$ cat src/rtl/core_seq.sv
// rtl/core_seq.sv - multi-cycle RV32I sequencer: FETCH/DECODE/EXEC/MEM/WB over one unified memory port
// Optional: `CORE_SEQ_TIMEOUT_EN adds a per-access mem_ready watchdog with sticky bus_err.
`ifndef RDSRC_MEM
`define RDSRC_MEM 2'd1
`endif

module core_seq #(
  parameter int CNT_W       = 32,
  parameter int MEM_TIMEOUT = 255
) (
  input  logic             clk,
  input  logic             rst_n,
  input  logic             run,
  input  logic             cu_pc_write,
  input  logic             cu_rd_write,
  input  logic [1:0]       cu_rd_write_src,
  input  logic             cu_mem_write,
  input  logic             mem_ready,
  output logic             mem_req,
  output logic             mem_we,
  output logic             mem_addr_sel,
  output logic             ir_load,
  output logic             mdr_load,
  output logic             pc_en,
  output logic             rd_en,
  output logic             busy,
  output logic [CNT_W-1:0] instret,
  output logic             bus_err
);

  typedef enum logic [2:0] {
    IDLE   = 3'd0,
    FETCH  = 3'd1,
    DECODE = 3'd2,
    EXEC   = 3'd3,
    MEM    = 3'd4,
    WB     = 3'd5
  } state_t;

  state_t state, state_nxt;
  logic   is_load;
  logic   mem_op;
  logic   timeout;

  // cu_pc_write only steers next-PC selection in the datapath
  logic   unused_pc_write;
  assign unused_pc_write = cu_pc_write;

  assign is_load = (cu_rd_write_src == `RDSRC_MEM);
  assign mem_op  = cu_mem_write | is_load;

`ifdef CORE_SEQ_TIMEOUT_EN
  localparam int WAIT_W = $clog2(MEM_TIMEOUT + 1);

  logic [WAIT_W-1:0] wait_cnt;
  logic              in_access;
  logic              bus_err_q;

  assign in_access = (state == FETCH) || (state == MEM);
  assign timeout   = in_access && !mem_ready && (wait_cnt == WAIT_W'(MEM_TIMEOUT - 1));
  assign bus_err   = bus_err_q;

  // Counter is cleared outside an access, so it restarts on every FETCH/MEM entry
  always_ff @(posedge clk or negedge rst_n) begin
    if (!rst_n) begin
      wait_cnt  <= '0;
      bus_err_q <= 1'b0;
    end else begin
      if (!in_access || mem_ready || timeout)
        wait_cnt <= '0;
      else
        wait_cnt <= wait_cnt + WAIT_W'(1);
      if (timeout)
        bus_err_q <= 1'b1;
    end
  end
`else
  localparam int UNUSED_MEM_TIMEOUT = MEM_TIMEOUT;

  assign timeout = 1'b0;
  assign bus_err = 1'b0;
`endif

  always_ff @(posedge clk or negedge rst_n) begin
    if (!rst_n)
      state <= IDLE;
    else
      state <= state_nxt;
  end

  always_comb begin
    state_nxt = state;
    case (state)
      IDLE:    if (run && !bus_err) state_nxt = FETCH;
      FETCH: begin
        if (mem_ready)    state_nxt = DECODE;
        else if (timeout) state_nxt = IDLE;
      end
      DECODE:  state_nxt = EXEC;
      EXEC:    state_nxt = mem_op ? MEM : WB;
      MEM: begin
        if (mem_ready)    state_nxt = WB;
        else if (timeout) state_nxt = IDLE;
      end
      WB:      state_nxt = run ? FETCH : IDLE;
      default: state_nxt = IDLE;
    endcase
  end

  // Decoder enables are gated so each only reaches the datapath in its own stage
  always_comb begin
    mem_req      = 1'b0;
    mem_we       = 1'b0;
    mem_addr_sel = 1'b0;
    ir_load      = 1'b0;
    mdr_load     = 1'b0;
    pc_en        = 1'b0;
    rd_en        = 1'b0;
    case (state)
      FETCH: begin
        mem_req = 1'b1;
        ir_load = mem_ready;
      end
      MEM: begin
        mem_req      = 1'b1;
        mem_addr_sel = 1'b1;
        mem_we       = cu_mem_write;
        mdr_load     = mem_ready & is_load & ~cu_mem_write;
      end
      WB: begin
        pc_en = 1'b1;
        rd_en = cu_rd_write;
      end
      default: ;
    endcase
  end

  assign busy = (state != IDLE);

  always_ff @(posedge clk or negedge rst_n) begin
    if (!rst_n)
      instret <= '0;
    else if (state == WB)
      instret <= instret + CNT_W'(1);
  end

endmodule

$ cat config.mk
export PLATFORM = sky130hd
export DESIGN_NAME = core_seq
export DESIGN_NICKNAME = d
export VERILOG_FILES = /design/src/rtl/core_seq.sv
export SDC_FILE = /design/constraint.sdc
export NUM_CORES = 1
export LEC_CHECK = 0
export CAP_MARGIN = 15
export CELL_PAD_IN_SITES_DETAIL_PLACEMENT = 2
export CELL_PAD_IN_SITES_GLOBAL_PLACEMENT = 2
export CORE_MARGIN = 1
export CORE_UTILIZATION = 29
export DETAILED_ROUTE_END_ITERATION = 7
export PLACE_DENSITY_LB_ADDON = 0.1
export SLEW_MARGIN = 30
export SYNTH_ARGS = -nofsm -noshare
export SYNTH_HDL_FRONTEND = slang
export SYNTH_SLANG_ARGS = --single-unit
$ cat constraint.sdc
create_clock -name clk -period 2.25 [get_ports clk]
set_input_delay 0.5625 -clock clk [delete_from_list [all_inputs] [get_ports clk]]
set_output_delay 0.5625 -clock clk [all_outputs]
set_load 0.1 [all_outputs]
# [Word level (Yosys, flattened, before mapping)]
# Index checks and enable logic that the tools add are counted.
[word_totals] word_cells=33 out_inout_bits=41 regBits=35 in_bits=9
[op_classes] addsub=1 n_reduce_logical=4 mux=13 bitwise_logic=4 n_eq_ne=9
[op_table] op="$add 32x1->32 const B" n=1
[op_table] op="$pmux 3 s6" n=1
[op_table] op="$mux 1" n=9
[op_table] op="$mux 3" n=3
[op_table] op="$eq 3x2->1 const B" n=2
[op_table] op="$eq 3x3->1 const B" n=2
[op_table] op="$ne 2x2->1 const B" n=3
[op_table] op="$eq 3x1->1 const B" n=1
[op_table] op="$logic_not 3->1" n=1
[op_table] op="$reduce_and 3->1" n=1
[op_table] op="$reduce_bool 3->1" n=1
[op_table] op="$and 1x1->1" n=2
[op_table] op="$eq 2x1->1 const B" n=1
[op_table] op="$reduce_or 2->1" n=1
[op_table] op="$not 1->1" n=1
[op_table] op="$or 1x1->1" n=1

# [Depth between registers and ports, before layout]
[logic_depth] word_depth=4 ltp_mapped=6 depth_no_buf=6

# [Least setup slack after synthesis]
# Ideal clock, no wire load.
[synth_timing] kind="register to output" from="register state[0]" to="output port mdr_load" arrival_time_ps=3695 slack_ps=-2007 stages_incl_launch_ff=5 n_path_buf=1 required_time_ps=1688 cell_sequence="dfrtp_1 buf_4 nor2_1 nand2_1 nor4bb_1"
[synth_via] elab_chain_cells=2
[synth_lines] element="start: declaration" line_no="40" text="state_t state, state_nxt;"
[synth_lines] element="start signal: assignment" line_no="88" text="state <= state_nxt;"
[synth_lines] element="$eq 3x3->1" line_no="119" text="case (state)"
[synth_lines] element="$mux 1" line_no="119"
[synth_lines] element="end: declaration" line_no="23" text="output logic mdr_load,"
# Every way passes these cells.

# [Final worst setup path]
[layout_timing] from="input port cu_rd_write_src[0]" to="output port mdr_load"
[layout_via] elab_chain_cells=4
[layout_lines] element="start: declaration" line_no="16" text="input logic [1:0] cu_rd_write_src,"
[layout_lines] element="$eq 2x1->1 (no line)"
[layout_lines] element="$and 1x1->1 (2 in series)" line_no="128" text="mdr_load = mem_ready & is_load & ~cu_mem_write;"
[layout_lines] element="$mux 1" line_no="119"
# Every way passes these cells.

==> flow_metrics.env <==
export IMPL_drive_above_1_share_pct=35.9
export IMPL_grt_pass1_wl_mm=7.63
export IMPL_synth_area_per_cell_um2=10.9
export IMPL_gp_congestion=0.699
export IMPL_crit_cells=4
export IMPL_rr_worst_depth=5
export IMPL_ir_drop_uv=649
export IMPL_core_rowCount=28
export IMPL_die_area_um2=6430
export IMPL_synthCells=163
export IMPL_crit_path_cell_trace="clkdlybuf4s50_1 -> nor2b_4 -> nor4bb_4 -> buf_12"
export IMPL_critPathTopFamily="buffers and inverters"
export IMPL_cts_root_buffer="clkbuf_8"
export IMPL_syn2layout_area_growth_pct=39.4
export IMPL_p_leak_nw=1.24
export IMPL_clk_path_buf_depth=2
export IMPL_clock_latency_ps=280
export IMPL_hp_class="in2async"
export IMPL_critPathRequiredTime_ps=1690
export IMPL_ant_nets=0
export IMPL_grt_usage_pct=15.7
export IMPL_cpPeakStageDelay_ps=450
export IMPL_antenna_cells=0
export IMPL_clk_pin_slew_ps=70
export IMPL_yosysTopAreaCell="dfrtp_1"
export IMPL_gr_total_overflow=0
export IMPL_mostFrequentLayoutCell="buf_4"
export IMPL_htree_num_levels=2
export IMPL_drt_iter0_drc=17
export IMPL_period_needed_ps=2190
export IMPL_slowest_stage="clkdlybuf4s50_1"
export IMPL_finalWirelength_mm=4.49
export IMPL_vias=1388
export IMPL_endpoint_kind="primary output"
export IMPL_ys_types=34
export IMPL_cts_tree="yes"
export IMPL_postCtsHoldBufs=0
export IMPL_cp_num_buf_inv=2
export IMPL_cts_buffers=5
export IMPL_netlist_area_um2=1770
export IMPL_timing_rr_start="instret[6]$_DFFE_PN0N_"
export IMPL_power_density_nw_per_um2=937
export IMPL_fin_crit_sh_pct=97.4
export IMPL_maxCapViolCount=0
export IMPL_grt_pass1_vias=1512
export IMPL_synth_seq_cells=35
export IMPL_r2r_setup_slack_ps=400
export IMPL_start_kind="input pin"
export IMPL_via_per_inst=4.71
export IMPL_setup_viol=0
export IMPL_cp_max_fo=2
export IMPL_port_buffers=47
export IMPL_synth_top_cell_area_share_pct=49.4
export IMPL_fp_dieH_um=80.2
export IMPL_wl_per_cell_um=15.2
export IMPL_cp_arrival_ps=1630
export IMPL_hold_viol=0
export IMPL_layout_common_cells="buf_4 (39), dfrtp_1 (32), nand2_1 (18), xnor2_1 (17), xor2_1 (15)"
export IMPL_grt_max_degree=17
export IMPL_dieWidth_um=80.2
export IMPL_status="completed"
export IMPL_path_class="in2out"
export IMPL_ys_seq_area_share_pct=49.4
export IMPL_yosys_warnings=0
export IMPL_skew_ps=5.33
export IMPL_dr_pass1_iters=2
export IMPL_num_nets_final=229
export IMPL_clock_sinks=35
export IMPL_slew_violations=0
export IMPL_holdWs_ps=197
export IMPL_core_area_um2=5920
export IMPL_fin_util_pct=41.7
export IMPL_fmax_mhz=456
export IMPL_dp_final_hpwl_mm=3.48
export IMPL_antenna_found_initial=0
export IMPL_ioPinCount=50
export IMPL_drcViolationCount=0
export IMPL_placed_area_um2=2370
export IMPL_fin_setup_tns_ps=0
export IMPL_design_area_um2=2470
export IMPL_r2r_end="instret[30]$_DFFE_PN0N_"
export IMPL_start_util_pct=29.9
export IMPL_synth_net_count=173
export IMPL_synth_area_leaders="dfrtp_1 (49%), xnor2_1 (8.4%), xor2_1 (7.4%), nand2_1 (4.0%), nand3_1 (3.1%)"
==> synth_stat cells (all sizes together) <==
| library cell | count |
|---|---|
| nand4b | 1 |
| mux2i | 1 |
| nand3 | 13 |
| and4 | 2 |
| nor4 | 2 |
| nor2b | 1 |
| and4bb | 1 |
| conb | 1 |
| and2 | 2 |
| buf | 5 |
| and3 | 5 |
| nand2 | 19 |
| o21ai | 3 |
| xnor2 | 17 |
| dfrtp | 35 |
| nand4 | 3 |
| ha | 1 |
| a211oi | 1 |
| inv | 7 |
| or2 | 1 |
| nor2 | 15 |
| xor2 | 15 |
| mux2 | 1 |
| nand3b | 1 |
| or2b | 1 |
| nor4bb | 1 |
| a221oi | 1 |
| nor3 | 7 |
==> power by group <==
part	total, mW	switching, mW	internal [mW]
clock	0.428	0.211	0.217
combinational	1.11	0.763	0.350
sequential	0.772	0.0875	0.685
total	2.31	1.06	1.25
==> through the flow <==
step	setup slack (ps)	power, mW	std cells
6_report	58.3	2.31	295
5_1_grt	-7.20	2.43	295
4_1_cts	11.7	2.34	295
3_5_place_dp	-16.5	1.89	287
3_3_place_gp	22.7	1.86	287
2_1_floorplan	-240	1.54	163
==> how the worst max path moves through the flow <==
| stage | startpoint | to | slack [ps] |
|---|---|---|---|
| after detailed placement | cu_rd_write_src[0] | mdr_load | -20 |
| after CTS | mem_ready | mdr_load | 10 |
| after global placement | cu_rd_write_src[0] | mdr_load | 20 |
| final | cu_rd_write_src[0] | mdr_load | 60 |
| after floorplan | state[0]$_DFFE_PN0P_ | mdr_load | -240 |
| after global routing | cu_rd_write_src[0] | mdr_load | -7 |
==> area by class of cell <==
type	count	area, um^2
well taps	75	93.8
fillers	627	3450
flip-flops and latches	35	880
clock buffers	7	76.3
multi-input cells	116	865
inverters	7	30.0
clock inverters	1	5.00
repair buffers	54	520
==> state kept, by name, indices dropped and copies added (netlist names) <==
name	flops
state	3
instret	32
==> what timing repair did <==
| item | in CTS | in global routing |
|---|---|---|
| pin swaps | 0 | 1 |
| setup buffers | 0 | 0 |
| setup endpoints to repair | 1 | 1 |
| resized for setup | 3 | 5 |
==> per-layer routing <==
| metal | vias up | GRT usage (%) | part of all wire, % |
|---|---|---|---|
| met2 | 37 | 26.8 | 50 |
| li1 | 651 | - | - |
| met3 | 6 | 3.41 | 4.1 |
| met1 | 694 | 19.8 | 45 |
| met5 | - | 0 | 0 |
| met4 | 0 | 4.82 | 1.2 |
==> cell families after synthesis <==
| logic type | Yosys count | synth area share, % |
|---|---|---|
| adders and majority gates | 1 | 0.706 |
| AOI/OAI and AO/OA | 5 | 1.77 |
| muxes | 2 | 1.20 |
| other | 1 | 0.212 |
| buffers and inverters | 12 | 3.81 |
| xor gates and xnor gates | 32 | 15.8 |
| and+or+nand+nor | 75 | 27.0 |
| DFF | 35 | 49.4 |
Power figures use the tool's default switching activity.
